**src/rtl/add_accum_unit.sv**
```systemverilog
// add_accum_unit: registered add/sub/accumulate/load unit with valid/ready
// handshakes, optional unsigned saturation and a pacing tick divider.
//
// Ports:
//   clk, rst        clock, synchronous active-high reset
//   ena             global enable; low freezes all state
//   a, b, mode      operands and op (00 ADD, 01 SUB, 10 ACC, 11 LOAD)
//   in_valid/ready  input handshake
//   out_valid/ready output handshake
//   result          registered result
//   carry, sat      carry/borrow flag, clamp flag
//   acc_zero        accumulator is zero
//   tick            pacing pulse every TICK_DIV enabled cycles
module add_accum_unit #(
  parameter int WIDTH    = 8,
  parameter int SAT_EN   = 0,
  parameter int TICK_DIV = 10_000_000,
  parameter int PACED    = 0
) (
  input  logic             clk,
  input  logic             rst,
  input  logic             ena,
  input  logic [WIDTH-1:0] a,
  input  logic [WIDTH-1:0] b,
  input  logic [1:0]       mode,
  input  logic             in_valid,
  output logic             in_ready,
  output logic             out_valid,
  input  logic             out_ready,
  output logic [WIDTH-1:0] result,
  output logic             carry,
  output logic             sat,
  output logic             acc_zero,
  output logic             tick
);

  localparam int CW =
    (TICK_DIV > 1) ? $clog2(TICK_DIV) : 1;
  localparam logic [CW-1:0] TLAST =
    CW'(TICK_DIV - 1);
  localparam logic SAT   = (SAT_EN != 0);
  localparam logic PACE  = (PACED != 0);

  logic [CW-1:0]    cnt;
  logic [WIDTH-1:0] acc;

  logic accept;
  logic drain;

  logic [WIDTH:0] sum;
  logic [WIDTH:0] dif;
  logic [WIDTH:0] asum;

  logic is_add;
  logic is_sub;
  logic is_acc;
  logic is_load;

  logic [WIDTH-1:0] nxt_res;
  logic             nxt_c;
  logic             nxt_s;
  logic             acc_we;

  assign tick     = (cnt == TLAST);
  assign in_ready = ena
                  & (~out_valid | out_ready)
                  & (~PACE | tick);
  assign accept   = in_valid & in_ready;
  assign drain    = ena & out_valid & out_ready;
  assign acc_zero = (acc == '0);

  assign sum  = {1'b0, a} + {1'b0, b};
  assign dif  = {1'b0, a} - {1'b0, b};
  assign asum = {1'b0, acc} + {1'b0, a};

  assign is_add  = (mode == 2'b00);
  assign is_sub  = (mode == 2'b01);
  assign is_acc  = (mode == 2'b10);
  assign is_load = (mode == 2'b11);

  always_comb begin
    nxt_res = '0;
    nxt_c   = 1'b0;
    nxt_s   = 1'b0;
    acc_we  = 1'b0;
    unique case (1'b1)
      is_add: begin
        nxt_c   = sum[WIDTH];
        nxt_s   = SAT & sum[WIDTH];
        nxt_res = nxt_s ? '1 : sum[WIDTH-1:0];
      end
      is_sub: begin
        // top bit of the widened difference is the borrow
        nxt_c   = dif[WIDTH];
        nxt_s   = SAT & dif[WIDTH];
        nxt_res = nxt_s ? '0 : dif[WIDTH-1:0];
      end
      is_acc: begin
        nxt_c   = asum[WIDTH];
        nxt_s   = SAT & asum[WIDTH];
        nxt_res = nxt_s ? '1 : asum[WIDTH-1:0];
        acc_we  = 1'b1;
      end
      is_load: begin
        nxt_res = b;
        acc_we  = 1'b1;
      end
      default: begin
        nxt_res = '0;
      end
    endcase
  end

  always_ff @(posedge clk) begin
    if (rst) begin
      cnt       <= '0;
      acc       <= '0;
      result    <= '0;
      carry     <= 1'b0;
      sat       <= 1'b0;
      out_valid <= 1'b0;
    end else begin
      if (ena) begin
        cnt <= tick ? '0 : cnt + 1'b1;
      end
      if (accept) begin
        result    <= nxt_res;
        carry     <= nxt_c;
        sat       <= nxt_s;
        out_valid <= 1'b1;
        // acc follows the (possibly clamped) result
        if (acc_we) begin
          acc <= nxt_res;
        end
      end else if (drain) begin
        out_valid <= 1'b0;
      end
    end
  end

endmodule

```
**config.mk**
```make
export PLATFORM = sky130hd
export DESIGN_NAME = add_accum_unit
export DESIGN_NICKNAME = d
export VERILOG_FILES = /design/src/rtl/add_accum_unit.sv
export SDC_FILE = /design/constraint.sdc
export NUM_CORES = 1
export LEC_CHECK = 0
export ABC_AREA = 1
export CELL_PAD_IN_SITES_DETAIL_PLACEMENT = 2
export CELL_PAD_IN_SITES_GLOBAL_PLACEMENT = 2
export CORE_MARGIN = 3
export CORE_UTILIZATION = 31
export CTS_CLUSTER_DIAMETER = 100
export DETAILED_ROUTE_END_ITERATION = 8
export PLACE_DENSITY_LB_ADDON = 0.1
export SETUP_SLACK_MARGIN = 0.5
export SYNTH_ARGS = -nofsm -noshare
export SYNTH_HDL_FRONTEND = slang
export SYNTH_SLANG_ARGS = --single-unit
```
**constraint.sdc**
```tcl
create_clock -name clk -period 2.1 [get_ports clk]
set_input_delay 0.525 -clock clk [delete_from_list [all_inputs] [get_ports clk]]
set_output_delay 0.525 -clock clk [all_outputs]
set_load 0.02 [all_outputs]
```
# Word-level counts from Yosys, hierarchy flattened
# Index checks and enable logic that the tools add are counted.
dict set report word_totals {
  reg_bits 42
  out_inout_bits 14
}
dict set report classes {
  n_reduce_logical 5
  bitwise_logic 6
  addsub 4
  eq_ne 4
  muxes 6
}
# op count
set op_table {}
lappend op_table {{8-bit one-hot mux with 4 select lines} 1}
lappend op_table {{24-bit by 1-bit adder with 24-bit output (second input constant)} 1}
lappend op_table {{24-bit == test (second input constant)} 1}
lappend op_table {{24-bit two-way mux} 1}
lappend op_table {{8-bit by 8-bit adder with 9-bit output} 2}
lappend op_table {{8-bit by 8-bit subtractor with 9-bit output} 1}
lappend op_table {{8-bit zero test} 1}
lappend op_table {{1-bit bitwise AND} 4}
lappend op_table {{2-bit == test (second input constant)} 2}
lappend op_table {{1-bit two-way mux} 3}
lappend op_table {{1-bit one-hot mux with 3 select lines} 1}
lappend op_table {{2-bit by 1-bit == test with 1-bit output (second input constant)} 1}
lappend op_table {{2-bit zero test} 1}
lappend op_table {{2-bit AND reduction} 1}
lappend op_table {{2-bit nonzero test} 1}
lappend op_table {{2-bit OR reduction} 1}
lappend op_table {{1-bit NOT} 1}
lappend op_table {{1-bit OR} 1}

# Logic depth before layout (Yosys ltp)
# Gate-level depths: netlist of run 1.
dict set report logic_depth {
  depth_word 5
  ltp_mapped 13
  mapped_depth_nobuf 12
}

# Least setup slack after synthesis of run 1
# OpenSTA, ideal clock, no wires.
dict set report synth_path {
  path_kind {flip-flop to output port}
  start {register acc[3]}
  end {output acc_zero}
  path_stages_with_launch 3
  required_time_ns 1.575
  path_slack_ns 0.138
  arrival_time_ns 1.437
  cell_sequence {dfxtp_1 or4_1 nor4_1}
}
dict set report synth_via {
  elab_chain_cells 1
}
# element line
set synth_rtl {}
lappend synth_rtl {{start: declaration} 45} ;# logic [WIDTH-1:0] acc;
lappend synth_rtl {{start signal: assignment} 133} ;# acc <= nxt_res;
lappend synth_rtl {{8-bit zero test} 70} ;# assign acc_zero = (acc == '0);
lappend synth_rtl {{end: declaration} 33} ;# output logic acc_zero,
# Every way passes these cells.

# Final worst setup path of run 1
# Ends and elaborated chain as after synthesis.

==> impl_metrics.csv, run 1 <==
group,metric,value,unit
status,outcome,"complete, no violations",
min_path,min_path_type,"flip-flop to flip-flop",
sta,timing.hold.ws,557,ps
die,rows,37,
detailed_routing,ant_nets,0,
placed_design,dp_hpwl,11400,um
die,die_w,110,um
detailed_routing,drtIter0Drc,268,
critical_path,critical_path.startpoint,"acc[3]$_SDFFE_PP0P_",
pwr,powerDensity,451,nW/um2
final_layout,nNetsFinal,696,
detailed_routing,met3_length,1010,um
synthesis,seq_area_frac_synth,0.250,
die,io_pins,37,
critical_path,end_kind,"output port",
synthesis,syn-num-nets,574,
clocking,hold_buffers,0,
global_route,overflow,0,
clocking,cts_tree,"yes",
clocking,cts-buffers-inserted,5,
critical_path,r2r-start,"acc[0]$_SDFFE_PP0P_",
synthesis,synthCells,522,
detailed_routing,wl_met1,8080,um
global_route,grt_pass1_vias,4435,
critical_path,start_kind,"flip-flop",
synthesis,syn_area,3370,um2
global_route,antenna_found_initial,1,
sta,setup-violations-final,0,
sta,hold_viol,0,
detailed_routing,firstDrtPassIters,7,
detailed_routing,drc,0,
final_layout,fin_cells,782,
detailed_routing,drt_wl_total,19600,um
sta,slew_viol_final,0,
placed_design,port_buffers,35,
die,die_y,110,um
critical_path,endpoint,"acc_zero",
placed_design,dpl_cell_area,4610,um2
detailed_routing,vias,4290,
die,die_area,12200,um2
clocking,ctsHtreeMaxLevel,2,
clocking,clock-root-buffer,"clkbuf_8",
detailed_routing,wl_per_cell,25.0,um
sta,finClkSkew,14.2,ps
final_layout,mostFrequentLayoutCells,"nand2_1 (100), buf_4 (81), inv_1 (51)",
placed_design,dpl_worst_slack,-537,ps
clocking,numClockSinks,42,
clocking,clk_pin_slew,90,ps
final_layout,final_core_util,0.503,
sta,max_freq,0.481,GHz
synthesis,syn_area_per_cell,6.45,um2
pwr,peakVddDrop,229,uV
final_layout,stdcell_area,5260,um2
global_route,grt_usage,0.258,
global_route,grt_max_degree,18,
critical_path,regToRegSetupSlack,260,ps
die,start_util,0.322,
sta,period_minus_slack,2080,ps
detailed_routing,via_per_inst,5.49,
synthesis,async_flop_share,0,
synthesis,synth-edff-count,0,
synthesis,ys.flop_type,"dfxtp_1",
placed_design,gp_congestion,0.844,
sta,rsz0062_at_grt,"yes",
critical_path,r2r_cells,10,
die,core,10500,um2
final_layout,drive_above_1_share,0.445,
sta,layout_worst_path_cycle_share,0.990,
critical_path,reg2reg_to,"carry$_SDFFE_PP0P_",
final_layout,syn_to_final_growth,56.2,%
critical_path,cp.arrival,1550,ps
critical_path,crit_required,1570,ps
job,cap_violations,0,
detailed_routing,maxUsedRoutingLayer,"met4",
final_layout,final_common_cell,"nand2_1",
sta,setup_ws,20.3,ps
pwr,power_leakage,2.40,nW
placed_design,place_inst,755,
synthesis,yosysWarnings,0,
detailed_routing,met2_length,9850,um
synthesis,ys_ff_latch,42,
critical_path,cp_max_fo,2,
global_route,grt_pass1_wl,23900,um
clocking,clockBufferDepth,2,
critical_path,crit_type,"flip-flop to output port",
clocking,clock_latency,320,ps
synthesis,synth_cell_types,41,
[worst max-delay path, stage by stage, from the launching register on]
cell and delay (ps):
dfxtp_2 340, or4_4 550, nor4_4 160, buf_4 180
[synthesized netlist by cell type, drive strengths merged, types with 3 or more instances]
master | instances | area, um2
a21oi | 37 | 196
nand3 | 34 | 175
o21a | 3 | 22.5
o22ai | 3 | 18.8
dfxtp | 42 | 841
nand4 | 12 | 96.3
nor3 | 11 | 66.3
ha | 26 | 325
buf | 8 | 56.3
nor4 | 4 | 25.0
nand3b | 7 | 52.6
fa | 3 | 60.1
xor2 | 10 | 87.6
inv | 83 | 314
a211oi | 3 | 22.5
nand2 | 131 | 507
o21ai | 29 | 145
nor2 | 66 | 290
[final cells by class]
type / count / area, um2
Tap cell: 136 / 170
Timing Repair Buffer: 124 / 1010
Clock buffer: 7 / 86.3
Inverter: 84 / 377
Fill cell: 1174 / 5200
Clock inverter: 1 / 5.00
Sequential cell: 42 / 865
Multi-Input combinational cell: 387 / 2740
Antenna cell: 1 / 2.50
[per-layer routing]
metal	GRT usage	up-vias
met2	0.452	140
met4	0.0457	0
met1	0.337	2175
met3	0.0414	51
li1	-	1924
met5	0	-
[power by group]
part	internal [W]	switching (W)	total, W	leakage [nW]
clock	0.000267	0.000335	0.000602	0.0482
sequential	0.000822	0.0000283	0.000850	0.349
combinational	0.000380	0.000539	0.000919	2.00
[sequential cells by signal, indices dropped and copies added (netlist names)]
signal     cells
acc            8
carry          1
cnt           24
out_valid      1
result         8
[how the worst min path moves through the flow]
stage                           start                endpoint  cells after the start
3_3_place_gp       carry$_SDFFE_PP0P_      carry$_SDFFE_PP0P_                      2
2_1_floorplan    cnt[12]$_SDFFE_PP0P_    cnt[12]$_SDFFE_PP0P_                      1
5_1_grt        result[0]$_SDFFE_PP0P_  result[0]$_SDFFE_PP0P_                      1
3_5_place_dp       carry$_SDFFE_PP0P_      carry$_SDFFE_PP0P_                      2
4_1_cts            carry$_SDFFE_PP0P_      carry$_SDFFE_PP0P_                      2
6_report       result[0]$_SDFFE_PP0P_  result[0]$_SDFFE_PP0P_                      1
[metrics by stage]
step	TNS (ps)	power, W
after floorplan	0	0.00125
after global placement	-6480	0.00155
after detailed placement	-8050	0.00159
after CTS	0	0.00221
after global routing	-122	0.00247
final	0	0.00237
[kinds of logic (layout without fill, tap and decap cells)]
family | after synthesis | after routing | share of synthesized area
other | 1 | 2 | 0.00111
AOI/OAI and AO/OA | 78 | 78 | 0.128
and+or+nand+nor | 268 | 268 | 0.366
buffers and inverters | 93 | 216 | 0.112
adders and majority gates | 29 | 29 | 0.114
DFF | 42 | 42 | 0.250
xor gates and xnor gates | 11 | 11 | 0.0286
[repair_timing]
item | CTS | global route
endpoints found under the hold margin | 0 | 0
endpoints found under the setup margin | 50 | 38
gates resized for setup | 151 | 98
pin swaps | 53 | 46
cloned | 0 | 0
setup buffers | 8 | 10
(Power assumes the default switching activity.)
==> inputs of run 2 (changes only) <==
- REMOVE_ABC_BUFFERS: unset -> 1
==> run 2 against run 1 <==
  * The flow now stops in 5_1_grt
  * Synthesized cell count unchanged
  * Area after synthesis unchanged
==> impl_metrics.csv, run 2 <==
group,metric,value,unit
status,outcome,"did not finish",
status,stop_stage,"5_1_grt",
status,error,"[ERROR DPL-0033] detailed placement checks failed during check placement.",
synthesis,synth_xor_area_frac,0.0286,
synthesis,seq_area_frac_synth,0.250,
synthesis,syn_area_per_cell,6.45,um2
placed_design,dp_hpwl,12200,um
synthesis,synth.largest_area_cell,"dfxtp_1",
placed_design,dpl_cell_area,4480,um2
global_route,grt_max_degree,17,
sta,worstEndpointGrtRepair,"tick",
die,io_pins,37,
die,start_util,0.322,
synthesis,async_flop_share,0,
synthesis,yosysWarnings,0,
clocking,clock-root-buffer,"clkbuf_8",
clocking,cts-buffers-inserted,5,
synthesis,ys_ff_latch,42,
synthesis,synth_top_family_by_area,"simple AND/OR/NAND/NOR gates",
die,rows,37,
sta,endpoint_type,"output port",
synthesis,yosysTopAreaCellShare,0.250,
synthesis,synth-edff-count,0,
die,die_w,110,um
global_route,antenna_found_initial,0,
placed_design,gp_congestion,0.878,
synthesis,synthCells,522,
synthesis,ys.flop_type,"dfxtp_1",
synthesis,yosysMostFrequentCell,"nand2_1",
synthesis,synth_cell_types,41,
placed_design,port_buffers,35,
synthesis,synth_top_cells_by_count,"nand2_1 (125), inv_1 (79), nor2_1 (57), dfxtp_1 (42), a21oi_1 (36)",
synthesis,synth_mux_area_frac,0,
synthesis,syn_area,3370,um2
synthesis,synth_compound_area_frac,0.128,
synthesis,ys_top_cells_by_area,"dfxtp_1 (25%), nand2_1 (14%), ha_1 (9.7%), inv_1 (8.8%), nor2_1 (6.4%)",
clocking,clockBufferDepth,2,
synthesis,synth-adder-area-share,0.114,
clocking,numClockSinks,42,
die,die_y,110,um
clocking,ctsHtreeMaxLevel,2,
synthesis,synth_simple_gate_area_share,0.366,
run 2: cell counts after synthesis:
Identical to the previous run, type by type.
run 2: kinds of logic after synthesis:
kind of cell               after synthesis
xor gates and xnor gates                11
buffers and inverters                   93
AOI/OAI and AO/OA                       78
other                                    1
DFF                                     42
and+or+nand+nor                        268
adders and majority gates               29
run 2: timing repair:
item                                    CTS
gates resized for setup                 244
hold buffers                              0
endpoints found under the setup margin   52
pin swaps                                53
gates cloned                              0
setup buffers                            11
run 2: stage by stage:
stage               hold slack (ps)  setup slack (ps)   util  setup TNS [ps]  cells
CTS                             477              39.4  0.488               0    788
detailed placement              467              -790  0.428           -9120    769
global placement                463              -553  0.428           -7330    769
floorplan                       467               138      -               0    513
==> inputs of run 3 (changes only) <==
- CELL_PAD_IN_SITES_DETAIL_PLACEMENT: 2 -> unset
- CELL_PAD_IN_SITES_GLOBAL_PLACEMENT: 2 -> unset
- CORE_UTILIZATION: 31 -> 40
- CTS_CLUSTER_DIAMETER: 100 -> unset
- PLACE_DENSITY_LB_ADDON: 0.1 -> 0.15
- SETUP_SLACK_MARGIN: 0.5 -> unset
==> run 3 against run 2 <==
  * The flow now finishes without violations
==> impl_metrics.csv, run 3 (synthesis results as in run 1) <==
group,metric,value,unit
global_route,grt_max_degree,17,
pwr,powerDensity,442,nW/um2
placed_design,gp_congestion,0.899,
sta,finClkSkew,14.0,ps
global_route,grt_pass1_vias,3572,
clocking,clock_latency,290,ps
critical_path,crit_required,1570,ps
critical_path,crit_type,"flip-flop to output port",
critical_path,critPathSlowestCell,"or4_4",
final_layout,mostFrequentLayoutCells,"nand2_1 (122), inv_1 (72), buf_4 (68)",
final_layout,syn_to_final_growth,36.3,%
job,cap_violations,0,
clocking,clock-root-buffer,"clkbuf_8",
die,rows,32,
placed_design,port_buffers,35,
clocking,clockBufferDepth,2,
sta,hold_viol,0,
critical_path,path_buf_inv,1,
die,io_pins,37,
sta,rsz0062_at_grt,"yes",
min_path,min_path_type,"flip-flop to flip-flop",
final_layout,nNetsFinal,675,
detailed_routing,drc,0,
global_route,grt_usage,0.199,
sta,layout_worst_path_cycle_share,0.986,
sta,slew_viol_final,0,
detailed_routing,via_per_inst,5.00,
critical_path,crit_chain,"or4_4, nor4_4, buf_4",
die,core,7970,um2
sta,period_minus_slack,2070,ps
critical_path,crit_family,"simple AND/OR/NAND/NOR gates",
sta,setup-violations-final,0,
placed_design,dp_hpwl,7690,um
critical_path,cp_max_fo,2,
final_layout,n_fill_cell,781,
detailed_routing,ant_nets,0,
die,die_w,97.8,um
critical_path,max_stage_delay,540,ps
clocking,cts_tree,"yes",
clocking,ctsHtreeMaxLevel,2,
final_layout,antenna_cells,0,
final_layout,final_core_util,0.576,
final_layout,stdcell_area,4590,um2
pwr,power_leakage,2.19,nW
critical_path,cp.arrival,1540,ps
final_layout,drive_above_1_share,0.228,
clocking,cts_setup_buffers,0,
sta,max_freq,0.483,GHz
global_route,overflow,0,
detailed_routing,vias,3633,
critical_path,start_kind,"flip-flop",
clocking,cts-buffers-inserted,5,
final_layout,regMostFlops,"cnt",
status,outcome,"complete, no violations",
critical_path,end_kind,"output port",
detailed_routing,firstDrtPassIters,5,
die,start_util,0.423,
final_layout,largestRegisters,"cnt: 24 flops, acc: 8 flops, result: 8 flops",
detailed_routing,drtIter0Drc,147,
placed_design,dpl_cell_area,4320,um2
detailed_routing,drt_wl_total,9500,um
die,die_y,97.8,um
clocking,numClockSinks,42,
placed_design,place_inst,718,
final_layout,final_common_cell,"nand2_1",
final_layout,fin_cells,726,
detailed_routing,wl_per_cell,13.1,um
die,die_area,9560,um2
global_route,antenna_found_initial,0,
pwr,peakVddDrop,328,uV
clocking,clk_pin_slew,80,ps
global_route,grt_pass1_wl,16000,um
final_layout,largest_reg_flops,24,
run 3: layer usage:
metal | vias to the layer above | routed length [um] | track usage
li1 | 1883 | - | -
met1 | 1658 | 3990 | 0.233
met2 | 76 | 4940 | 0.372
met3 | 16 | 343 | 0.0279
met4 | 0 | 225 | 0.0660
met5 | - | 0 | 0
run 3: where the power goes:
group / leakage (nW) / total [W] / switching, W / internal (W)
logic: 1.80 / 0.000674 / 0.000363 / 0.000311
clock network: 0.0452 / 0.000514 / 0.000280 / 0.000235
registers: 0.342 / 0.000840 / 0.0000180 / 0.000822
run 3: repair_timing:
item	in CTS	in global routing
resized for setup	33	39
setup endpoints to repair	16	16
pin swaps	1	14
hold buffers	0	0
run 3: final cells by class:
cell class                      count  area [um2]  area share
Multi-Input combinational cell    387        2330       0.508
Timing Repair Buffer              103         882       0.192
Sequential cell                    42         843       0.184
Inverter                           84         318      0.0692
Tap cell                          102         128      0.0278
Clock buffer                        6        72.6      0.0158
Clock inverter                      2        13.8     0.00300
run 3: metrics by stage:
stage                     TNS (ps)  setup WS (ps)  hold WS (ps)  total power [W]
final                            0           30.3           502          0.00203
after global routing          -138          -43.9           525          0.00215
after CTS                        0           2.35           500          0.00201
after detailed placement     -6730           -523           486          0.00147
after global placement       -6400           -501           491          0.00147
after floorplan                  0            138           467          0.00118
run 3: worst reg2reg max path: stages (launching register included):
cell and delay (ps):
dfxtp_1 380, ha_1 190, inv_1 70, fa_2 420
o21ai_2 160, buf_4 120, nand2_1 40, nand2_1 60
nand2_1 40, nand3_1 90, nand2_1 60, a21oi_1 110
run 3: path summary, 6_finish.rpt:
path	cells past startpoint	slack, ps	startpoint	end
max	3	30	acc[3]$_SDFFE_PP0P_	acc_zero
min	2	500	carry$_SDFFE_PP0P_	carry$_SDFFE_PP0P_
max reg2reg	11	290	acc[0]$_SDFFE_PP0P_	carry$_SDFFE_PP0P_
min reg2reg	2	500	carry$_SDFFE_PP0P_	carry$_SDFFE_PP0P_
==> inputs of run 4 (changes only) <==
- PLACE_DENSITY: unset -> 0.65
- PLACE_DENSITY_LB_ADDON: 0.15 -> unset
- clock period: 2.1 -> 2.3 ns (I/O delays scaled with it)
==> run 4 against run 3 <==
  * Combinational power decreased by 17%
  * Worst setup slack better by 58 ps
  * Sequential cell count stayed put
  * Sequential share of layout area is 1.2 points higher
  * Final cell count is 3.0% lower
  * Largest cell class unchanged
  * Largest power group unchanged
==> impl_metrics.csv, run 4 (synthesis results as in run 1) <==
group,metric,value,unit
status,outcome,"complete, no violations",
final_layout,largest_reg_flops,24,
final_layout,final_core_util,0.538,
clocking,clockBufferDepth,2,
clocking,cts-buffers-inserted,5,
sta,max_freq,0.452,GHz
critical_path,critPathSlowestCell,"clkdlybuf4s50_1",
sta,setup-violations-final,0,
final_layout,largestRegisters,"cnt: 24 flops, acc: 8 flops, result: 8 flops",
critical_path,start_kind,"input port",
detailed_routing,ant_nets,0,
sta,slew_viol_final,0,
clocking,hold_buffers,0,
placed_design,port_buffers,35,
pwr,powerDensity,424,nW/um2
sta,timing.hold.ws,484,ps
die,die_y,97.8,um
clocking,clk_pin_slew,90,ps
critical_path,endpoint,"acc[4]$_SDFFE_PP0P_",
sta,finClkSkew,10.3,ps
critical_path,cp_max_fo,3,
detailed_routing,drc,0,
detailed_routing,drtIter0Drc,135,
placed_design,gp_congestion,0.918,
critical_path,regToRegSetupSlack,420,ps
clocking,clock_latency,300,ps
die,io_pins,37,
placed_design,dpl_worst_slack,-380,ps
critical_path,reg2reg_to,"acc[4]$_SDFFE_PP0P_",
critical_path,crit_type,"input port to flip-flop",
critical_path,crit_family,"buffers and inverters",
final_layout,mostFrequentLayoutCells,"nand2_1 (124), inv_1 (78), nor2_1 (52)",
global_route,grt_pass1_wl,15400,um
die,die_area,9560,um2
final_layout,n_fill_cell,818,
final_layout,final_common_cell,"nand2_1",
min_path,min_path_type,"flip-flop to flip-flop",
die,rows,32,
critical_path,r2r_cells,9,
global_route,antenna_found_initial,0,
sta,period_minus_slack,2210,ps
clocking,numClockSinks,42,
pwr,peakVddDrop,334,uV
die,start_util,0.423,
sta,layout_worst_path_cycle_share,0.962,
critical_path,r2r-start,"acc[0]$_SDFFE_PP0P_",
die,core,7970,um2
critical_path,max_stage_delay,510,ps
final_layout,regMostFlops,"cnt",
final_layout,nNetsFinal,653,
detailed_routing,drt_wl_total,9150,um
sta,tns,0,ps
detailed_routing,via_per_inst,5.06,
global_route,grt_usage,0.191,
clocking,cts_tree,"yes",
final_layout,drive_above_1_share,0.166,
clocking,clock-root-buffer,"clkbuf_8",
die,die_w,97.8,um
detailed_routing,firstDrtPassIters,5,
critical_path,crit_chain,"clkdlybuf4s50_1, inv_2, fa_1, o21ai_1, a21oi_1, o21ai_0, nand2_1, nor2_2, a21oi_1",
final_layout,antenna_cells,0,
critical_path,cp.depth,9,
critical_path,crit_required,2480,ps
critical_path,path_buf_inv,2,
global_route,grt_pass1_vias,3504,
placed_design,dp_hpwl,7360,um
pwr,power_leakage,2.05,nW
critical_path,crit_path_frequent_cell,"a21oi_1",
sta,hold_viol,0,
sta,setup_ws,88.2,ps
global_route,overflow,0,
detailed_routing,wl_per_cell,13.0,um
job,cap_violations,0,
critical_path,critical_path.startpoint,"a[1]",
final_layout,syn_to_final_growth,27.3,%
detailed_routing,vias,3563,
clocking,ctsHtreeMaxLevel,2,
critical_path,end_kind,"flip-flop",
critical_path,cp.arrival,2390,ps
global_route,grt_max_degree,17,
-- run 4: cell count changes in the layout (fill, tap and decap cells not counted), sizes merged --
cell	previous run	this run
dlygate4sd2	5	2
clkinvlp	0	1
clkdlybuf4s15	0	1
clkbuf	7	6
clkdlybuf4s50	22	28
buf	70	46
dlymetal6s2s	5	3
-- run 4: routing by layer --
layer	share of wire	vias to the layer above	global-route usage
li1	-	1843	-
met1	0.44	1592	0.233
met2	0.50	116	0.348
met3	0.054	12	0.0357
met4	0.0099	0	0.0458
met5	0	-	0
-- run 4: cell type report --
class / count / area (um2) / area share
clock inverters: 3 / 21.3 / 0.00496
inverters: 84 / 318 / 0.0741
flip-flops and latches: 42 / 841 / 0.196
well taps: 102 / 128 / 0.0298
multi-input cells: 387 / 2220 / 0.517
repair buffers: 81 / 697 / 0.162
clock buffers: 5 / 68.8 / 0.0160
-- run 4: through the flow --
step,cells,instance area [um2],power (W)
2_1_floorplan,513,3310,0.00108
4_1_cts,704,4230,0.00180
3_5_place_dp,696,4130,0.00132
6_report,704,4290,0.00182
5_1_grt,704,4290,0.00192
3_3_place_gp,696,4130,0.00132
-- run 4: worst min-delay path by stage --
stage / startpoint / endpoint / depth (start not counted)
finish: carry$_SDFFE_PP0P_ / carry$_SDFFE_PP0P_ / 2
global route: carry$_SDFFE_PP0P_ / carry$_SDFFE_PP0P_ / 2
CTS: carry$_SDFFE_PP0P_ / carry$_SDFFE_PP0P_ / 2
detailed placement: carry$_SDFFE_PP0P_ / carry$_SDFFE_PP0P_ / 2
global placement: carry$_SDFFE_PP0P_ / carry$_SDFFE_PP0P_ / 2
floorplan: cnt[12]$_SDFFE_PP0P_ / cnt[12]$_SDFFE_PP0P_ / 1
-- run 4: repair_timing --
action	in CTS	in global routing
gates resized for setup	9	23
cloned	0	0
buffers inserted	0	0
setup endpoints to repair	8	14
pin swaps	0	1
-- run 4: report_power, final --
group          switching (W)  internal [W]
Clock               0.000277      0.000214
Sequential         0.0000160      0.000750
Combinational       0.000310      0.000251
-- run 4: worst register-to-register path: stages (launching register included) --
cell	delay (ps)
dfxtp_1	370
ha_1	180
inv_1	60
fa_1	420
o21ai_1	260
a21oi_1	110
o21ai_0	90
nand2_1	80
nor2_2	120
a21oi_1	80
